**config.mk**
```make
export PLATFORM = sky130hd
export DESIGN_NAME = spi_txn_scheduler
export DESIGN_NICKNAME = d
export VERILOG_FILES = /design/src/rtl/spi_txn_scheduler.sv
export SDC_FILE = /design/constraint.sdc
export NUM_CORES = 1
export LEC_CHECK = 0
export CORE_MARGIN = 10
export CORE_UTILIZATION = 47
export DETAILED_ROUTE_END_ITERATION = 7
export MAX_ROUTING_LAYER = met4
export PLACE_DENSITY = 0.81
export REMOVE_ABC_BUFFERS = 1
export SYNTH_ARGS = -nofsm -noshare
export SYNTH_HDL_FRONTEND = slang
export SYNTH_SLANG_ARGS = --single-unit
```
**constraint.sdc**
```tcl
create_clock -name clk -period 3.05 [get_ports clk]
set_input_delay 0.7625 -clock clk [delete_from_list [all_inputs] [get_ports clk]]
set_output_delay 0.7625 -clock clk [all_outputs]
set_load 0.03 [all_outputs]
```
**src/rtl/spi_txn_scheduler.sv**
```systemverilog
// spi_txn_scheduler: round-robin arbiter for single-byte SPI transactions that
// sequences an SPI controller through its APB register port.
//
// Ports:
//   clk, reset          clock, synchronous active-high reset
//   req                 per-requester request, held until its done pulse
//   req_addr, req_data  per-requester SPI address/data byte, slice i = [i*WIDTH +: WIDTH]
//   done                one-cycle completion pulse to the granted requester
//   err                 valid with done; 1 = status poll timed out
//   rsp_data            data-slot readback, valid with done
//   busy                high from grant until the done cycle
//   paddr, pwrite,      APB master signals towards the SPI controller
//   pwdata, penable
//   pready, prdata      APB slave response
module spi_txn_scheduler #(
  parameter int unsigned NUM_REQ    = 4,
  parameter int unsigned WIDTH      = 8,
  parameter int unsigned POLL_LIMIT = 1024
) (
  input  logic                     clk,
  input  logic                     reset,
  input  logic [NUM_REQ-1:0]       req,
  input  logic [NUM_REQ*WIDTH-1:0] req_addr,
  input  logic [NUM_REQ*WIDTH-1:0] req_data,
  output logic [NUM_REQ-1:0]       done,
  output logic                     err,
  output logic [WIDTH-1:0]         rsp_data,
  output logic                     busy,
  output logic [WIDTH-1:0]         paddr,
  output logic                     pwrite,
  output logic [WIDTH-1:0]         pwdata,
  output logic                     penable,
  input  logic                     pready,
  input  logic [WIDTH-1:0]         prdata
);

  localparam int unsigned IDX_W  = (NUM_REQ > 1) ? $clog2(NUM_REQ) : 1;
  localparam int unsigned POLL_W = (POLL_LIMIT > 1) ? $clog2(POLL_LIMIT) : 1;

  localparam logic [WIDTH-1:0]  ADDR_SLOT  = WIDTH'(8'h00);
  localparam logic [WIDTH-1:0]  DATA_SLOT  = WIDTH'(8'h10);
  localparam logic [WIDTH-1:0]  CTRL_REG   = WIDTH'(8'h20);
  localparam logic [WIDTH-1:0]  CTRL_START = WIDTH'(8'h01);
  localparam logic [POLL_W-1:0] POLL_LAST  = POLL_W'(POLL_LIMIT - 1);
  localparam logic [IDX_W-1:0]  LAST_IDX   = IDX_W'(NUM_REQ - 1);

  localparam logic [2:0] IDLE    = 3'd0;
  localparam logic [2:0] WR_ADDR = 3'd1;
  localparam logic [2:0] WR_DATA = 3'd2;
  localparam logic [2:0] WR_CTRL = 3'd3;
  localparam logic [2:0] POLL    = 3'd4;
  localparam logic [2:0] CLR     = 3'd5;
  localparam logic [2:0] RD_DATA = 3'd6;
  localparam logic [2:0] DONE    = 3'd7;

  logic [2:0]         state, state_nxt;
  logic [IDX_W-1:0]   rr_ptr, rr_ptr_nxt;
  logic [IDX_W-1:0]   cur_idx, cur_idx_nxt;
  logic [WIDTH-1:0]   cur_addr, cur_addr_nxt;
  logic [WIDTH-1:0]   cur_data, cur_data_nxt;
  logic [POLL_W-1:0]  poll_cnt, poll_cnt_nxt;
  logic               timeout, timeout_nxt;
  logic               stat_done, stat_done_nxt;
  logic               gap, gap_nxt;

  logic [NUM_REQ-1:0] done_nxt;
  logic               err_nxt;
  logic [WIDTH-1:0]   rsp_data_nxt;
  logic               busy_nxt;
  logic [WIDTH-1:0]   paddr_nxt;
  logic               pwrite_nxt;
  logic [WIDTH-1:0]   pwdata_nxt;
  logic               penable_nxt;

  logic               found;
  logic [IDX_W-1:0]   win;
  logic [WIDTH-1:0]   win_addr;
  logic [WIDTH-1:0]   win_data;
  int unsigned        pos;

  logic               launch;
  logic [2:0]         launch_st;

  // Round-robin pick: first set req bit at or after rr_ptr, plus its payload.
  always_comb begin
    found    = 1'b0;
    win      = '0;
    win_addr = '0;
    win_data = '0;
    pos      = 0;
    for (int unsigned k = 0; k < NUM_REQ; k++) begin
      pos = 32'(rr_ptr) + k;
      if (pos >= NUM_REQ) pos = pos - NUM_REQ;
      if (!found && req[IDX_W'(pos)]) begin
        found = 1'b1;
        win   = IDX_W'(pos);
      end
    end
    for (int unsigned i = 0; i < NUM_REQ; i++) begin
      if (IDX_W'(i) == win) begin
        win_addr = req_addr[i*WIDTH +: WIDTH];
        win_data = req_data[i*WIDTH +: WIDTH];
      end
    end
  end

  // Next-state and registered-output logic.
  // Every access state walks: launch (penable=1) -> wait pready -> one gap cycle.
  // The gap cycle decides the next state and launches its access directly.
  always_comb begin
    state_nxt     = state;
    rr_ptr_nxt    = rr_ptr;
    cur_idx_nxt   = cur_idx;
    cur_addr_nxt  = cur_addr;
    cur_data_nxt  = cur_data;
    poll_cnt_nxt  = poll_cnt;
    timeout_nxt   = timeout;
    stat_done_nxt = stat_done;
    gap_nxt       = gap;
    done_nxt      = '0;
    err_nxt       = 1'b0;
    rsp_data_nxt  = rsp_data;
    busy_nxt      = busy;
    paddr_nxt     = paddr;
    pwrite_nxt    = pwrite;
    pwdata_nxt    = pwdata;
    penable_nxt   = penable;
    launch        = 1'b0;
    launch_st     = state;

    case (state)
      IDLE: begin
        if (found) begin
          cur_idx_nxt  = win;
          cur_addr_nxt = win_addr;
          cur_data_nxt = win_data;
          rr_ptr_nxt   = (win == LAST_IDX) ? '0 : win + IDX_W'(1);
          timeout_nxt  = 1'b0;
          gap_nxt      = 1'b0;
          busy_nxt     = 1'b1;
          state_nxt    = WR_ADDR;
        end
      end
      DONE: begin
        timeout_nxt = 1'b0;
        state_nxt   = IDLE;
      end
      default: begin
        if (penable) begin
          if (pready) begin
            penable_nxt = 1'b0;
            gap_nxt     = 1'b1;
            if (state == POLL)    stat_done_nxt = prdata[7];
            if (state == RD_DATA) rsp_data_nxt  = prdata;
          end
        end else if (gap) begin
          gap_nxt = 1'b0;
          case (state)
            WR_ADDR: begin
              launch    = 1'b1;
              launch_st = WR_DATA;
            end
            WR_DATA: begin
              launch    = 1'b1;
              launch_st = WR_CTRL;
            end
            WR_CTRL: begin
              launch       = 1'b1;
              launch_st    = POLL;
              poll_cnt_nxt = '0;
            end
            POLL: begin
              launch = 1'b1;
              if (stat_done) begin
                launch_st = CLR;
              end else if (poll_cnt == POLL_LAST) begin
                timeout_nxt = 1'b1;
                launch_st   = CLR;
              end else begin
                poll_cnt_nxt = poll_cnt + POLL_W'(1);
                launch_st    = POLL;
              end
            end
            CLR: begin
              launch    = 1'b1;
              launch_st = RD_DATA;
            end
            default: begin
              state_nxt         = DONE;
              done_nxt[cur_idx] = 1'b1;
              err_nxt           = timeout;
              busy_nxt          = 1'b0;
            end
          endcase
        end else begin
          // First cycle after grant: nothing on the bus yet, start WR_ADDR.
          launch    = 1'b1;
          launch_st = state;
        end
      end
    endcase

    // Drive the APB access belonging to the state being entered.
    if (launch) begin
      state_nxt   = launch_st;
      penable_nxt = 1'b1;
      case (launch_st)
        WR_ADDR: begin
          paddr_nxt  = ADDR_SLOT;
          pwrite_nxt = 1'b1;
          pwdata_nxt = cur_addr;
        end
        WR_DATA: begin
          paddr_nxt  = DATA_SLOT;
          pwrite_nxt = 1'b1;
          pwdata_nxt = cur_data;
        end
        WR_CTRL: begin
          paddr_nxt  = CTRL_REG;
          pwrite_nxt = 1'b1;
          pwdata_nxt = CTRL_START;
        end
        CLR: begin
          paddr_nxt  = CTRL_REG;
          pwrite_nxt = 1'b1;
          pwdata_nxt = '0;
        end
        RD_DATA: begin
          paddr_nxt  = DATA_SLOT;
          pwrite_nxt = 1'b0;
          pwdata_nxt = '0;
        end
        default: begin
          paddr_nxt  = CTRL_REG;
          pwrite_nxt = 1'b0;
          pwdata_nxt = '0;
        end
      endcase
    end
  end

  // State and output registers.
  always_ff @(posedge clk) begin
    if (reset) begin
      state     <= IDLE;
      rr_ptr    <= '0;
      cur_idx   <= '0;
      cur_addr  <= '0;
      cur_data  <= '0;
      poll_cnt  <= '0;
      timeout   <= 1'b0;
      stat_done <= 1'b0;
      gap       <= 1'b0;
      done      <= '0;
      err       <= 1'b0;
      rsp_data  <= '0;
      busy      <= 1'b0;
      paddr     <= '0;
      pwrite    <= 1'b0;
      pwdata    <= '0;
      penable   <= 1'b0;
    end else begin
      state     <= state_nxt;
      rr_ptr    <= rr_ptr_nxt;
      cur_idx   <= cur_idx_nxt;
      cur_addr  <= cur_addr_nxt;
      cur_data  <= cur_data_nxt;
      poll_cnt  <= poll_cnt_nxt;
      timeout   <= timeout_nxt;
      stat_done <= stat_done_nxt;
      gap       <= gap_nxt;
      done      <= done_nxt;
      err       <= err_nxt;
      rsp_data  <= rsp_data_nxt;
      busy      <= busy_nxt;
      paddr     <= paddr_nxt;
      pwrite    <= pwrite_nxt;
      pwdata    <= pwdata_nxt;
      penable   <= penable_nxt;
    end
  end

endmodule
```
==> run metrics, run 1 <==
status=finished clean; largest cells by area after synthesis=dfxtp_1 35%, nor2_1 5.4%, nor3_1 4.7%; Crit Path Max Fanout=32; Vias/cell=5.59; 1st-iter DRT viols=about 120; worst min path class=reg -> reg; top layer in use=met4; Worst-Margin Slew=666 ps; Routed WL=slightly below 10,000 um; fin crit share=0.922; post-synthesis sequential area ratio=0.354; Initial Utilization=0.483; port bufs=between 100 and 150; Area Growth Syn to Fin=39.4%; Pint=2.08 mW; layout net count=596; Avg Cell Area, Syn=8.61 um2; Pleak=1.80 nW; layout cell share with drive strength beyond 1=0.105; Post-synth ARST share=0; Avg WL per Cell=16.2 um; share of the synthesized area in the top cell type=0.354; Synth Register Bits=62; startpoint types=input port; Root Driver=clkbuf_8; clk slew on worst S/H paths=60 ps; Yosys cell types=57; Layout Utilization=0.673; Worst-Skew Late Latency=between 300 and 400 ps; sequential share of power=0.332; Die Wd=106 um; arrival time at the worst endpoint=3040 ps; max_slew headroom=0.552; Post-Synthesis Cells=407; Worst Skew=between 10 and 15 ps; Combinational Power Share=0.423; Num CTS Buffers=9; initial antenna violation count=0; Yosys warnings=0; I/O pins=111; Final Setup Violations=0; clk buf depth=2; CTS H-tree lvls=3; met3 WL=720 um; total number of vias=3,432; sw frac=0.367; Fill cells=578; Max Freq=0.356 GHz; Final Wtd Congestion=0.877; Mapped Area=3500 um2; final hold violation count=0; pin count of the biggest net entering global routing=33; Residual DRC=0; Total GRT Usage=0.181; Power Dens Cells=673 nW/um2; worst setup margin=238 ps; post-route ant nets=0; Synth area leader=dfxtp_1; row count=31; Detailed Place HPWL=7740 um; vias in the first global route=between 3,000 and 4,000; total gr overflow=0; max cap viols=0; wl on met1=approximately 4200 um; CTS tree=yes; setup TNS=0 ps; peak supply drop=0.338 mV; crit path kind=in -> reg; Die Y=106 um; Critical Path RT=between 3000 and 4000 ps; Clock power frac=0.246; post-placement worst setup slack=-416 ps; Setup crit end kind=flop; R2R setup slack=480 ps; min Tclk post-route=2810 ps; net switching power=1.21 mW; most common cell in the netlist=dfxtp_1; diode count=0; CORE AREA=7250 um2; die area=11,300 um2; first-pass GRT wire length=16,600 um; 1st-pass router iterations=4; Max Slew Vio Count=0; met2 wire len=between 4000 and 5000 um; post-CTS setup buffer count=0; clock sinks=62; Primary FF master, synth=dfxtp_1; top cells by count, synth=62 x dfxtp_1, 50 x nor2_1, 33 x nor3_1, 21 x a21oi_1, 19 x nand2_1; EDFF count, synth=0
what timing repair did:
item | in CTS | in global routing
hold buffers | 0 | 0
gates resized for setup | 1 | 2
setup endpoints to repair | 9 | 16
path summary, 6_finish.rpt:
path,start,end,depth (start not counted)
setup reg to reg,state[1],pwdata[6],7
setup / recovery,req[2],cur_addr[0],12
hold / removal,timeout,err,1
hold reg to reg,timeout,err,1
flip-flops by register name, summed over array words and instances (netlist names), 2 cells and up:
register and count:
cur_addr 8, cur_data 8, cur_idx 2, done 4, paddr 2, poll_cnt 10
pwdata 8, rr_ptr 2, rsp_data 8, state 3
critical path: stages:
cell	delay (ps)
clkdlybuf4s50_1	470
mux2i_1	160
nor2_1	70
a311oi_2	330
inv_1	110
buf_4	150
ha_1	220
buf_12	160
a221oi_1	200
nor3_1	80
a211oi_1	250
nor3_1	70
kinds of logic after synthesis:
logic type,share of synthesized area
multiplexers,0.0343
adder cells (fa/ha/maj),0.0214
other,0.00107
AO/OA/AOI/OAI,0.214
AND/OR/NAND/NOR,0.287
flip-flops,0.354
buffers and inverters,0.0679
XOR/XNOR,0.0200
cell usage in the layout, fill, tap and decap left out, types with 9 or more instances in the layout:
cell type,n
clkdlybuf4s50_1,104
dfxtp_1,62
nor2_1,50
nor3_1,33
a21oi_1,21
nand2_1,19
a211oi_1,18
buf_4,17
nor2b_1,16
a221oi_1,15
mux2i_1,12
clkbuf_8,11
o21ai_0,9
and2_1,9
layer usage:
layer | track usage | vias up
met1 | 0.205 | 1607
met4 | 0.0571 | 0
met3 | 0.0682 | 17
met2 | 0.291 | 113
li1 | - | 1695
met5 | - | -
power groups by stage:
stage | sequential, mW | clock [mW] | combinational (mW)
after floorplan | 1.15 | 0 | 0.818
after global placement | 1.10 | 0 | 1.32
after detailed placement | 1.10 | 0 | 1.36
after CTS | 1.09 | 0.824 | 1.38
after global routing | 1.11 | 0.852 | 1.55
final | 1.09 | 0.808 | 1.39
metrics by stage:
stage | hold slack (ps) | std cells | instance area [um2] | power [mW]
floorplan | 430 | 377 | 3310 | 1.97
global placement | 444 | 599 | 4650 | 2.42
finish | 463 | 614 | 4880 | 3.29
CTS | 470 | 614 | 4870 | 3.29
global route | 500 | 614 | 4880 | 3.52
detailed placement | 451 | 599 | 4650 | 2.47
cell type report:
cell class | instances | area, um2 | share of cell area
Inverter | 8 | 30.0 | 0.00615
Clock buffer | 12 | 155 | 0.0318
Timing Repair Buffer | 123 | 1210 | 0.248
Clock inverter | 3 | 67.6 | 0.0138
Multi-Input combinational cell | 307 | 2060 | 0.421
Sequential cell | 62 | 1240 | 0.254
Tap cell | 99 | 124 | 0.0254
No activity file was read; power rests on OpenSTA's default activity.
==> inputs of run 2 (changes only) <==
- TNS_END_PERCENT: not set -> 30
==> results of run 2 <==
Final layout, timing and power as in run 1 (identical DEF).
